[config.mk]
export PLATFORM = sky130hd
export DESIGN_NAME = sm_sum_display_driver
export DESIGN_NICKNAME = d
export VERILOG_FILES = /design/src/rtl/sm_display_pkg.sv /design/src/rtl/seg7_decoder.sv /design/src/rtl/sm_sum_display_driver.sv
export SDC_FILE = /design/constraint.sdc
export NUM_CORES = 1
export LEC_CHECK = 0
export ABC_CLOCK_PERIOD_IN_PS = 4500
export BUFFER_PORTS_ARGS = -buffer_cell sky130_fd_sc_hd__buf_2
export CAP_MARGIN = 20
export CORE_MARGIN = 2
export CORE_UTILIZATION = 31
export DETAILED_ROUTE_END_ITERATION = 6
export PLACE_DENSITY_LB_ADDON = 0.15
export SETUP_SLACK_MARGIN = 0.3
export SYNTH_ARGS = -nofsm -noshare
export SYNTH_HDL_FRONTEND = slang
export SYNTH_SLANG_ARGS = --single-unit
[constraint.sdc]
create_clock -name clk_i -period 4.5 [get_ports clk_i]
set_input_delay 0.45 -clock clk_i [delete_from_list [all_inputs] [get_ports clk_i]]
set_output_delay 0.45 -clock clk_i [all_outputs]
set_load 0.05 [all_outputs]
[src/rtl/sm_display_pkg.sv]
// Shared types and active-low gfedcba segment codes for the sign-magnitude sum display.
package sm_display_pkg;

  typedef logic [3:0] glyph_t;

  localparam glyph_t GLYPH_MINUS = 4'hA;
  localparam glyph_t GLYPH_BLANK = 4'hF;

  localparam logic [6:0] SEG_DIGIT [0:9] = '{
    7'h40, 7'h79, 7'h24, 7'h30, 7'h19, 7'h12, 7'h02, 7'h78, 7'h00, 7'h10
  };
  localparam logic [6:0] SEG_MINUS = 7'h3F;
  localparam logic [6:0] SEG_BLANK = 7'h7F;

  typedef enum logic [1:0] {DIG0, DIG1, DIG2, DIG3} digit_state_t;

endpackage

[src/rtl/seg7_decoder.sv]
// Combinational glyph-to-segment decoder; unknown codes render as blank.
module seg7_decoder
  import sm_display_pkg::*;
(
  input  glyph_t     glyph_i,
  output logic [6:0] seg_o
);

  always_comb begin
    seg_o = SEG_BLANK;
    if (glyph_i <= 4'd9) begin
      seg_o = SEG_DIGIT[glyph_i];
    end else if (glyph_i == GLYPH_MINUS) begin
      seg_o = SEG_MINUS;
    end
  end

endmodule

[src/rtl/sm_sum_display_driver.sv]
// Captures sign-magnitude sums and scans them onto a 4-digit active-low 7-segment display,
// swapping in new values only at frame boundaries.
module sm_sum_display_driver
  import sm_display_pkg::*;
#(
  parameter int unsigned REFRESH_CYCLES = 100000,
  parameter int unsigned BLANK_CYCLES   = 1000
) (
  input  logic       clk_i,
  input  logic       rst_ni,
  input  logic [4:0] sum_i,
  input  logic       sum_valid_i,
  output logic [3:0] an_o,
  output logic [6:0] seg_o,
  output logic       dp_o
);

  localparam int unsigned CntW = (REFRESH_CYCLES > 1) ? $clog2(REFRESH_CYCLES) : 1;
  localparam logic [CntW-1:0] CntLast  = CntW'(REFRESH_CYCLES - 1);
  localparam logic [CntW-1:0] CntBlank = CntW'(BLANK_CYCLES);

  logic [4:0]    pending_q, disp_q;
  digit_state_t  state_q, state_d;
  logic [CntW-1:0] cnt_q, cnt_d;
  logic [3:0]    an_q, an_d;
  logic [6:0]    seg_q, seg_d;
  logic          dp_q;

  logic          frame_load;
  logic [3:0]    mag, units;
  logic          tens, neg, lit;
  glyph_t        glyph;
  logic [6:0]    seg_dec;

  assign frame_load = (state_q == DIG0) && (cnt_q == '0);

  // A valid on the load cycle lands in pending after the display has already sampled it.
  always_ff @(posedge clk_i or negedge rst_ni) begin
    if (!rst_ni) begin
      pending_q <= 5'b00000;
      disp_q    <= 5'b00000;
    end else begin
      if (sum_valid_i) pending_q <= sum_i;
      if (frame_load)  disp_q    <= pending_q;
    end
  end

  assign mag   = disp_q[3:0];
  assign tens  = (mag >= 4'd10);
  assign units = tens ? (mag - 4'd10) : mag;
  assign neg   = disp_q[4] & (mag != 4'd0);

  // Scan FSM: state register
  always_ff @(posedge clk_i or negedge rst_ni) begin
    if (!rst_ni) begin
      state_q <= DIG0;
      cnt_q   <= '0;
    end else begin
      state_q <= state_d;
      cnt_q   <= cnt_d;
    end
  end

  // Scan FSM: next state
  always_comb begin
    state_d = state_q;
    cnt_d   = cnt_q + 1'b1;
    if (cnt_q == CntLast) begin
      cnt_d = '0;
      unique case (state_q)
        DIG0:    state_d = DIG1;
        DIG1:    state_d = DIG2;
        DIG2:    state_d = DIG3;
        default: state_d = DIG0;
      endcase
    end
  end

  // Scan FSM: outputs
  assign lit = (cnt_q >= CntBlank);

  always_comb begin
    an_d  = 4'b1111;
    glyph = GLYPH_BLANK;
    unique case (state_q)
      DIG0: begin
        an_d  = 4'b1110;
        glyph = units;
      end
      DIG1: begin
        an_d  = 4'b1101;
        glyph = tens ? 4'd1 : GLYPH_BLANK;
      end
      DIG2: begin
        an_d  = 4'b1011;
        glyph = neg ? GLYPH_MINUS : GLYPH_BLANK;
      end
      default: begin
        an_d  = 4'b0111;
        glyph = GLYPH_BLANK;
      end
    endcase
    if (!lit) an_d = 4'b1111;
    seg_d = lit ? seg_dec : SEG_BLANK;
  end

  seg7_decoder u_seg7_decoder (
    .glyph_i (glyph),
    .seg_o   (seg_dec)
  );

  always_ff @(posedge clk_i or negedge rst_ni) begin
    if (!rst_ni) begin
      an_q  <= 4'b1111;
      seg_q <= SEG_BLANK;
      dp_q  <= 1'b1;
    end else begin
      an_q  <= an_d;
      seg_q <= seg_d;
      dp_q  <= 1'b1;
    end
  end

  assign an_o  = an_q;
  assign seg_o = seg_q;
  assign dp_o  = dp_q;

endmodule

==> results of run 1 <==
-- area by class of cell --
class	count	area [µm²]	area share, %
Clock buffer	5	68.8	2.77
Tap cell	96	120	4.83
Multi-Input combinational cell	140	1090	43.7
Sequential cell	40	1010	40.8
Clock inverter	3	42.5	1.71
Timing Repair Buffer	19	97.6	3.92
Inverter	15	56.3	2.26
-- per-stage QoR --
stage | utilization, % | hold WS [ns]
2_1_floorplan | - | 0.154
3_3_place_gp | 34.8 | 0.488
3_5_place_dp | 34.8 | 0.493
4_1_cts | 36.4 | 0.312
5_1_grt | 36.4 | 0.347
6_report | 36.4 | 0.265
-- kinds of logic (layout without fill, tap and decap cells) --
group | after synthesis | in the layout | synth area share, %
AO/OA/AOI/OAI | 38 | 38 | 12.0
XOR/XNOR | 12 | 12 | 4.79
adder cells (fa/ha/maj) | 15 | 15 | 8.56
buffers and inverters | 20 | 42 | 4.16
flip-flops | 40 | 40 | 46.3
multiplexers | 13 | 13 | 7.42
other | 1 | 1 | 0.171
AND/OR/NAND/NOR | 61 | 61 | 16.7
-- how the worst min path moves through the flow --
stage                             startpoint                        to  slack (ns)  cells after the start
finish                                rst_ni        cnt_q[1]$_DFF_PN0_        0.26                      1
global route                          rst_ni  pending_q[4]$_DFFE_PN0P_        0.35                      1
CTS                                   rst_ni        cnt_q[1]$_DFF_PN0_        0.31                      1
detailed placement       cnt_q[14]$_DFF_PN0_       cnt_q[14]$_DFF_PN0_        0.49                      1
global placement    pending_q[0]$_DFFE_PN0P_     disp_q[0]$_DFFE_PN0P_        0.49                      1
floorplan                             rst_ni        cnt_q[0]$_DFF_PN0_        0.15                      0
-- report_power, final --
| group | internal [mW] | total [mW] | switching [mW] |
|---|---|---|---|
| registers | 0.366 | 0.372 | 0.00574 |
| clock network | 0.164 | 0.296 | 0.132 |
| logic | 0.0194 | 0.0456 | 0.0262 |
-- Yosys cell counts (3+ instances only) --
master and n:
dfrtp_1 29, ha_1 15, inv_1 15, nand2_1 13, nor2_1 13, dfstp_2 11, o21ai_0 8, mux2_2 6
nand3_1 6, xnor2_1 6, xor2_1 6, mux2_4 5, nor3_1 5, a21oi_1 4, o211ai_1 4, a31oi_1 3
and4_1 3, o31ai_1 3
-- routing by layer --
layer  wire (µm)  up-vias
li1            -      746
met1        2170      683
met2        1630       22
met3         137        7
met4          63        0
met5           0        -
-- sequential cells by signal, summed over array words and instances (netlist names) --
name,cells
seg_o,7
disp_q,5
state_q,2
an_o,4
pending_q,5
cnt_q,17
-- critical path, cell delays in order, from the launching register on --
cell and delay [ns]:
dfrtp_1 0.45, o41a_1 0.48, o21ai_0 0.40, inv_1 0.15, ha_1 0.24, nor2_1 0.19
a21oi_1 0.14, o211ai_1 0.19
==> impl_metrics.json, run 1 <==
{
  "status": "finished clean",
  "antenna_found_initial": 0,
  "drive_gt1_share_pct": 26.6,
  "startpoint_type": "register",
  "startpoint": "disp_q[2]$_DFFE_PN0P_",
  "drt-initial-drc-count": 65,
  "ys.warnings.count": 0,
  "htree_num_levels": 2,
  "async_reset_ff_share_pct": 100,
  "crit_arrival_ns": 2.54,
  "io_buffers": 18,
  "n_antenna_cell": 0,
  "synth.area.top_cells": "dfrtp_1, dfstp_2, ha_1, mux2_4, mux2_2",
  "cts_buffers": 5,
  "wirelength_um": 4000,
  "synth_edf_count": 0,
  "track_usage_pct": 11.4,
  "postCtsSetupBuffers": 0,
  "cp.required_ns": 4.72,
  "place_congestion": 0.830,
  "synth_ff_type": "dfrtp_1",
  "synth.distinct_cells": 54,
  "start_util_pct": 32.1,
  "core-area_mm2": 0.00683,
  "viasPerCell": 4.58,
  "routedWlPerCell_um": 12.6,
  "ys_seq_area_share_pct": 46.3,
  "root_buffer": "clkbuf_8",
  "gr-usage-met2_pct": 16.6,
  "gr-max-usage-layer": "met2",
  "power_density_mw_per_mm2": 287,
  "area_growth_syn_to_layout_pct": 13.4,
  "die_y_um": 88.1,
  "drv_cap": 0,
  "slew_headroom_pct": 42.5,
  "synth_nets": 223,
  "synth_area_mm2": 0.00219,
  "total_power_mw": 0.714,
  "cts_tree": "yes",
  "slew_violations": 0,
  "vias": 1458,
  "dpl.cell_count": 310,
  "fin_nets": 244,
  "overflow": 0,
  "ctsLongestPathBuffers": 2,
  "final_cell_mix": "dfrtp_1, buf_2, inv_1, ha_1",
  "hpwl_um": 2900,
  "final_common_cell": "dfrtp_1",
  "grt_use_met1_pct": 16.0,
  "fillers": 722,
  "reg2reg_from": "disp_q[2]$_DFFE_PN0P_",
  "setup_ws_ns": 2.18,
  "avgSynthCellArea_um2": 11.0,
  "fin_worst_skew_ns": 0.00841,
  "final.setup.tns_ns": 0,
  "yosysTopAreaCell": "dfrtp_1",
  "stdcell_count": 318,
  "vdd_drop_max_uv": 110,
  "hold_path.class": "input pin to asynchronous set/reset pin",
  "end_kind": "register",
  "final_area_mm2": 0.00249,
  "num_io_pins": 20,
  "cts_hold_buf": 0,
  "cp_max_fo": 7,
  "use_met3_pct": 3.49,
  "grt_start_max_net_pins": 41,
  "dpl_cell_area_mm2": 0.00238,
  "hold_viol_final": 0,
  "worstSkewPairLatency_ns": 0.30,
  "worst_pin_slew_ns": 0.863,
  "cts.sinks": 40,
  "r2r_cells": 7,
  "drc": 0,
  "setup_viol": 0,
  "ff2ff_setup_slack_ns": 2.18,
  "pre_cts_ws_ns": 2.17,
  "die_w_um": 88.1,
  "fin_crit_ns": 2.32,
  "rows": 30,
  "die-area_mm2": 0.00776,
  "max_freq_ghz": 0.432,
  "r2r-end": "seg_o[3]$_DFF_PN1_",
  "synth_top_area_share_pct": 33.1,
  "rsz0062_at_grt": "no",
  "cts_resized": 0,
  "synthCells": 200,
  "fin_crit_sh_pct": 51.4,
  "leakagePower_nw": 1.05,
  "path_clk_slew_ns": 0.08,
  "crit_type": "register to register",
  "crit_end": "seg_o[3]$_DFF_PN1_",
  "grt_pass1_vias": 1357,
  "dr.pass1.iters": 4,
  "grt_pass1_wl_um": 6770,
  "antenna_left": 0,
  "ys_ff_latch": 40
}
(Power assumes the default switching activity.)
==> run 2: changes to the inputs <==
--- a/config.mk
+++ b/config.mk
@@ -5,7 +5,7 @@
 export SDC_FILE = /design/constraint.sdc
 export NUM_CORES = 1
 export LEC_CHECK = 0
-export ABC_CLOCK_PERIOD_IN_PS = 4500
+export ABC_CLOCK_PERIOD_IN_PS = 2450
 export BUFFER_PORTS_ARGS = -buffer_cell sky130_fd_sc_hd__buf_2
 export CAP_MARGIN = 20
 export CORE_MARGIN = 2
==> constraint.sdc (replaced) <==
create_clock -name clk_i -period 2.45 [get_ports clk_i]
set_input_delay 0.245 -clock clk_i [delete_from_list [all_inputs] [get_ports clk_i]]
set_output_delay 0.245 -clock clk_i [all_outputs]
set_load 0.05 [all_outputs]
==> impl_metrics.json, run 2 (synthesis results as in run 1) <==
{
  "status": "finished clean",
  "drive_gt1_share_pct": 33.2,
  "leakagePower_nw": 1.09,
  "cts.sinks": 40,
  "crit_type": "register to register",
  "cpLargestDelayFamily": "simple AND/OR/NAND/NOR gates",
  "stdcell_count": 322,
  "final_cell_mix": "dfrtp_1, buf_2, inv_1, nand2_1, ha_1",
  "startpoint": "cnt_q[11]$_DFF_PN0_",
  "regMostFlops": "cnt_q",
  "rows": 30,
  "htree_num_levels": 2,
  "overflow": 0,
  "fin_crit_ns": 2.02,
  "switching_share_pct": 21.8,
  "startpoint_type": "register",
  "drt-initial-drc-count": 69,
  "fin_nets": 248,
  "crit_slowest_cell": "or4_4",
  "fin_crit_sh_pct": 82.5,
  "r2r-end": "disp_q[4]$_DFFE_PN0P_",
  "seqPwrFrac_pct": 51.3,
  "slew_headroom_pct": 40.6,
  "r2r_cells": 4,
  "antenna_found_initial": 0,
  "setup_viol": 0,
  "power_density_mw_per_mm2": 517,
  "cp.required_ns": 2.63,
  "cts_buffers": 5,
  "worstSkewPairLatency_ns": 0.29,
  "n_antenna_cell": 0,
  "largest_reg_flops": 17,
  "pwr-share-clk_pct": 41.7,
  "num_io_pins": 20,
  "die_w_um": 88.1,
  "path_clk_slew_ns": 0.08,
  "hold_path.class": "input pin to asynchronous set/reset pin",
  "root_buffer": "clkbuf_8",
  "ff2ff_setup_slack_ns": 0.43,
  "drv_cap": 0,
  "grt_pass1_vias": 1389,
  "antenna_left": 0,
  "p_int_mw": 1.04,
  "final.setup.tns_ns": 0,
  "max_freq_ghz": 0.495,
  "final_common_cell": "dfrtp_1",
  "viasPerCell": 4.71,
  "slowest_delay_ns": 0.60,
  "fin_worst_skew_ns": 0.00882,
  "cp_max_fo": 5,
  "track_usage_pct": 11.3,
  "worst_pin_slew_ns": 0.891,
  "routedWlPerCell_um": 12.6,
  "dpl.cell_count": 311,
  "ctsLongestPathBuffers": 2,
  "dr.pass1.iters": 4,
  "p_sw_mw": 0.290,
  "critPathBufInv": 0,
  "area_growth_syn_to_layout_pct": 17.5,
  "vdd_drop_max_uv": 203,
  "wirelength_um": 4050,
  "start_util_pct": 32.1,
  "path_cells": "or4_4, nor4_4, and4_4, mux2_4",
  "die_y_um": 88.1,
  "io_buffers": 18,
  "end_kind": "register",
  "reg2reg_from": "cnt_q[11]$_DFF_PN0_",
  "p_comb_share_pct": 7.0,
  "grt_start_max_net_pins": 41,
  "cts_tree": "yes",
  "drc": 0,
  "slew_violations": 0,
  "crit_arrival_ns": 2.20,
  "rsz0062_at_grt": "no",
  "hold_viol_final": 0,
  "place_congestion": 0.769,
  "die-area_mm2": 0.00776,
  "vias": 1517,
  "core-area_mm2": 0.00683,
  "grt_pass1_wl_um": 6720,
  "cts_hold_buf": 0,
  "hpwl_um": 2910
}
[run 2: cell types whose count changed in the layout (fill, tap and decap cells not counted), moves of 2 or more]
cell,delta
inv_1,-2
o21ai_0,-2
inv_2,+2
buf_4,+4
ha_1,-2
[run 2: layout make-up]
cell class                 instances  area (µm²)
clock inverter                     2        33.8
sequential                        40        1020
fill                             695        4260
inverter                          15        56.3
tap                               96         120
timing repair buffer              23         128
multi-input combinational        140        1140
clock buffer                       6        82.6
[run 2: how the worst max path moves through the flow]
stage	end	cells past startpoint
3_3_place_gp	seg_o[0]$_DFF_PN1_	7
5_1_grt	seg_o[3]$_DFF_PN1_	9
3_5_place_dp	seg_o[1]$_DFF_PN1_	9
2_1_floorplan	seg_o[0]$_DFF_PN1_	7
6_report	disp_q[4]$_DFFE_PN0P_	4
4_1_cts	seg_o[1]$_DFF_PN1_	10
[run 2: power by group through the flow]
| stage | Sequential, mW | Combinational (mW) | Clock [mW] |
|---|---|---|---|
| after detailed placement | 0.695 | 0.0884 | 0 |
| after global routing | 0.686 | 0.105 | 0.598 |
| final | 0.683 | 0.0928 | 0.555 |
| after global placement | 0.695 | 0.0902 | 0 |
| after floorplan | 0.692 | 0.0593 | 0 |
| after CTS | 0.683 | 0.0900 | 0.576 |
[run 2: stage by stage]
stage	power (mW)	utilization [%]	worst slack, ns	hold WS (ns)	instance area (µm²)
CTS	1.35	36.8	0.313	0.118	2510
floorplan	0.751	-	0.391	-0.0506	2190
finish	1.33	37.7	0.429	0.0784	2580
detailed placement	0.784	34.9	0.160	0.437	2380
global placement	0.785	34.9	0.216	0.436	2380
global route	1.39	37.7	0.303	0.154	2580
[run 2: layer usage]
metal	vias to the layer above	GRT usage, %	part of all wire (%)
li1	763	-	-
met1	721	16.1	53
met2	30	16.5	43
met3	3	2.83	3.3
met4	0	4.55	0.69
met5	-	0	0
[run 2: repair_timing]
action                                  in CTS  in global routing
pin swaps                                    0                  1
resized for setup                            4                 14
setup buffers                                0                  3
endpoints found under the setup margin      13                  9
==> run 3: changes to the inputs <==
--- a/config.mk
+++ b/config.mk
@@ -5,7 +5,7 @@
 export SDC_FILE = /design/constraint.sdc
 export NUM_CORES = 1
 export LEC_CHECK = 0
-export ABC_CLOCK_PERIOD_IN_PS = 2450
+export ABC_CLOCK_PERIOD_IN_PS = 1800
 export BUFFER_PORTS_ARGS = -buffer_cell sky130_fd_sc_hd__buf_2
 export CAP_MARGIN = 20
 export CORE_MARGIN = 2
==> constraint.sdc (replaced) <==
create_clock -name clk_i -period 1.8 [get_ports clk_i]
set_input_delay 0.18 -clock clk_i [delete_from_list [all_inputs] [get_ports clk_i]]
set_output_delay 0.18 -clock clk_i [all_outputs]
set_load 0.05 [all_outputs]
==> impl_metrics.json, run 3 (synthesis results as in run 1) <==
{
  "startpoint": "cnt_q[11]$_DFF_PN0_",
  "crit_end": "disp_q[0]$_DFFE_PN0P_",
  "cp_max_fo": 5,
  "antenna_left": 0,
  "die_w_um": 88.1,
  "drv_cap": 0,
  "fin_crit_sh_pct": 106,
  "utilization_pct": 46.2,
  "ctsLongestPathBuffers": 2,
  "cp.required_ns": 1.98,
  "dpl_cell_area_mm2": 0.00279,
  "multi_input_area_mm2": 0.00128,
  "regMostFlops": "cnt_q",
  "num_io_pins": 20,
  "worstSkewPairLatency_ns": 0.29,
  "antenna_found_initial": 0,
  "root_buffer": "clkbuf_8",
  "area_growth_syn_to_layout_pct": 43.9,
  "core-area_mm2": 0.00683,
  "grt_pass1_vias": 1627,
  "total_power_mw": 1.68,
  "path_clk_slew_ns": 0.08,
  "setup_ws_ns": -0.102,
  "place_congestion": 0.786,
  "die_y_um": 88.1,
  "hpwl_um": 3350,
  "seq_area_mm2": 0.00102,
  "routedWlPerCell_um": 11.8,
  "pre_cts_ws_ns": -0.118,
  "die-area_mm2": 0.00776,
  "n_antenna_cell": 0,
  "stdcell_count": 378,
  "cts.sinks": 40,
  "ff2ff_setup_slack_ns": -0.10,
  "wirelength_um": 4460,
  "cts_buffers": 5,
  "largest_reg_flops": 17,
  "startpoint_type": "register",
  "reg2reg_from": "cnt_q[11]$_DFF_PN0_",
  "hold_viol_final": 0,
  "io_buffers": 18,
  "vdd_drop_max_uv": 314,
  "hold_slack_ns": 0.113,
  "end_kind": "register",
  "max_freq_ghz": 0.526,
  "grt_start_max_net_pins": 23,
  "crit_arrival_ns": 2.08,
  "cts_tree": "yes",
  "r2r-end": "disp_q[0]$_DFFE_PN0P_",
  "violations": "setup timing",
  "rows": 30,
  "dpl.cell_count": 357,
  "final.setup.tns_ns": -0.940,
  "viasPerCell": 4.49,
  "setup_viol": 17,
  "final_area_mm2": 0.00316,
  "leakagePower_nw": 1.37,
  "fin_worst_skew_ns": 0.00777,
  "fin_crit_ns": 1.90,
  "grt_pass1_wl_um": 7930,
  "htree_num_levels": 2,
  "r2r_cells": 5,
  "drive_gt1_share_pct": 54.6,
  "fillers": 680,
  "slew_violations": 0,
  "crit_type": "register to register",
  "rsz0062_at_grt": "yes",
  "start_util_pct": 32.1,
  "power_density_mw_per_mm2": 533,
  "vias": 1698,
  "fin_nets": 305,
  "final_common_cell": "buf_4",
  "track_usage_pct": 13.2,
  "overflow": 0,
  "final_cell_mix": "buf_4, dfrtp_1, buf_2",
  "status": "complete, but fails checks",
  "hold_path.class": "input pin to register",
  "drt-initial-drc-count": 74,
  "dr.pass1.iters": 4,
  "drc": 0
}
[run 3: timing repair]
action                                  CTS  global route
pin swaps                                12             5
endpoints found under the setup margin   30            31
setup buffers                             9             4
endpoints found under the hold margin    18             0
gates resized for setup                  33             7
hold buffers                              1             0
[run 3: critical path, stage by stage (launching register included)]
cell	delay [ns]
dfrtp_1	0.38
or4_4	0.56
nor4_4	0.18
and4_1	0.24
buf_6	0.14
mux2_4	0.29
[run 3: how the worst min path moves through the flow]
stage               cells past startpoint  slack [ns]                       end     start
floorplan                               0       -0.12        cnt_q[0]$_DFF_PN0_    rst_ni
global route                            2        0.10  pending_q[0]$_DFFE_PN0P_  sum_i[0]
global placement                        1        0.16        cnt_q[3]$_DFF_PN0_    rst_ni
CTS                                     2        0.10  pending_q[1]$_DFFE_PN0P_  sum_i[1]
detailed placement                      1        0.16        cnt_q[3]$_DFF_PN0_    rst_ni
finish                                  2        0.11  pending_q[0]$_DFFE_PN0P_  sum_i[0]
[run 3: cell type report]
class	count	area share [%]
Sequential cell	40	32.2
Clock buffer	5	2.18
Timing Repair Buffer	80	19.1
Tap cell	96	3.80
Multi-Input combinational cell	140	40.5
Clock inverter	2	0.396
Inverter	15	1.78
[run 3: metal layers]
metal  GRT usage, %  up-vias  part of all wire (%)
li1               -      867                     -
met1           18.7      805                    50
met2           19.6       20                    45
met3           3.49        6                   3.1
met4           4.55        0                   1.4
met5              0        -                     0
[run 3: where the power goes]
group | switching, mW | total (mW) | internal, mW
Sequential | 0.00987 | 0.926 | 0.916
Combinational | 0.0897 | 0.183 | 0.0931
Clock | 0.310 | 0.572 | 0.262
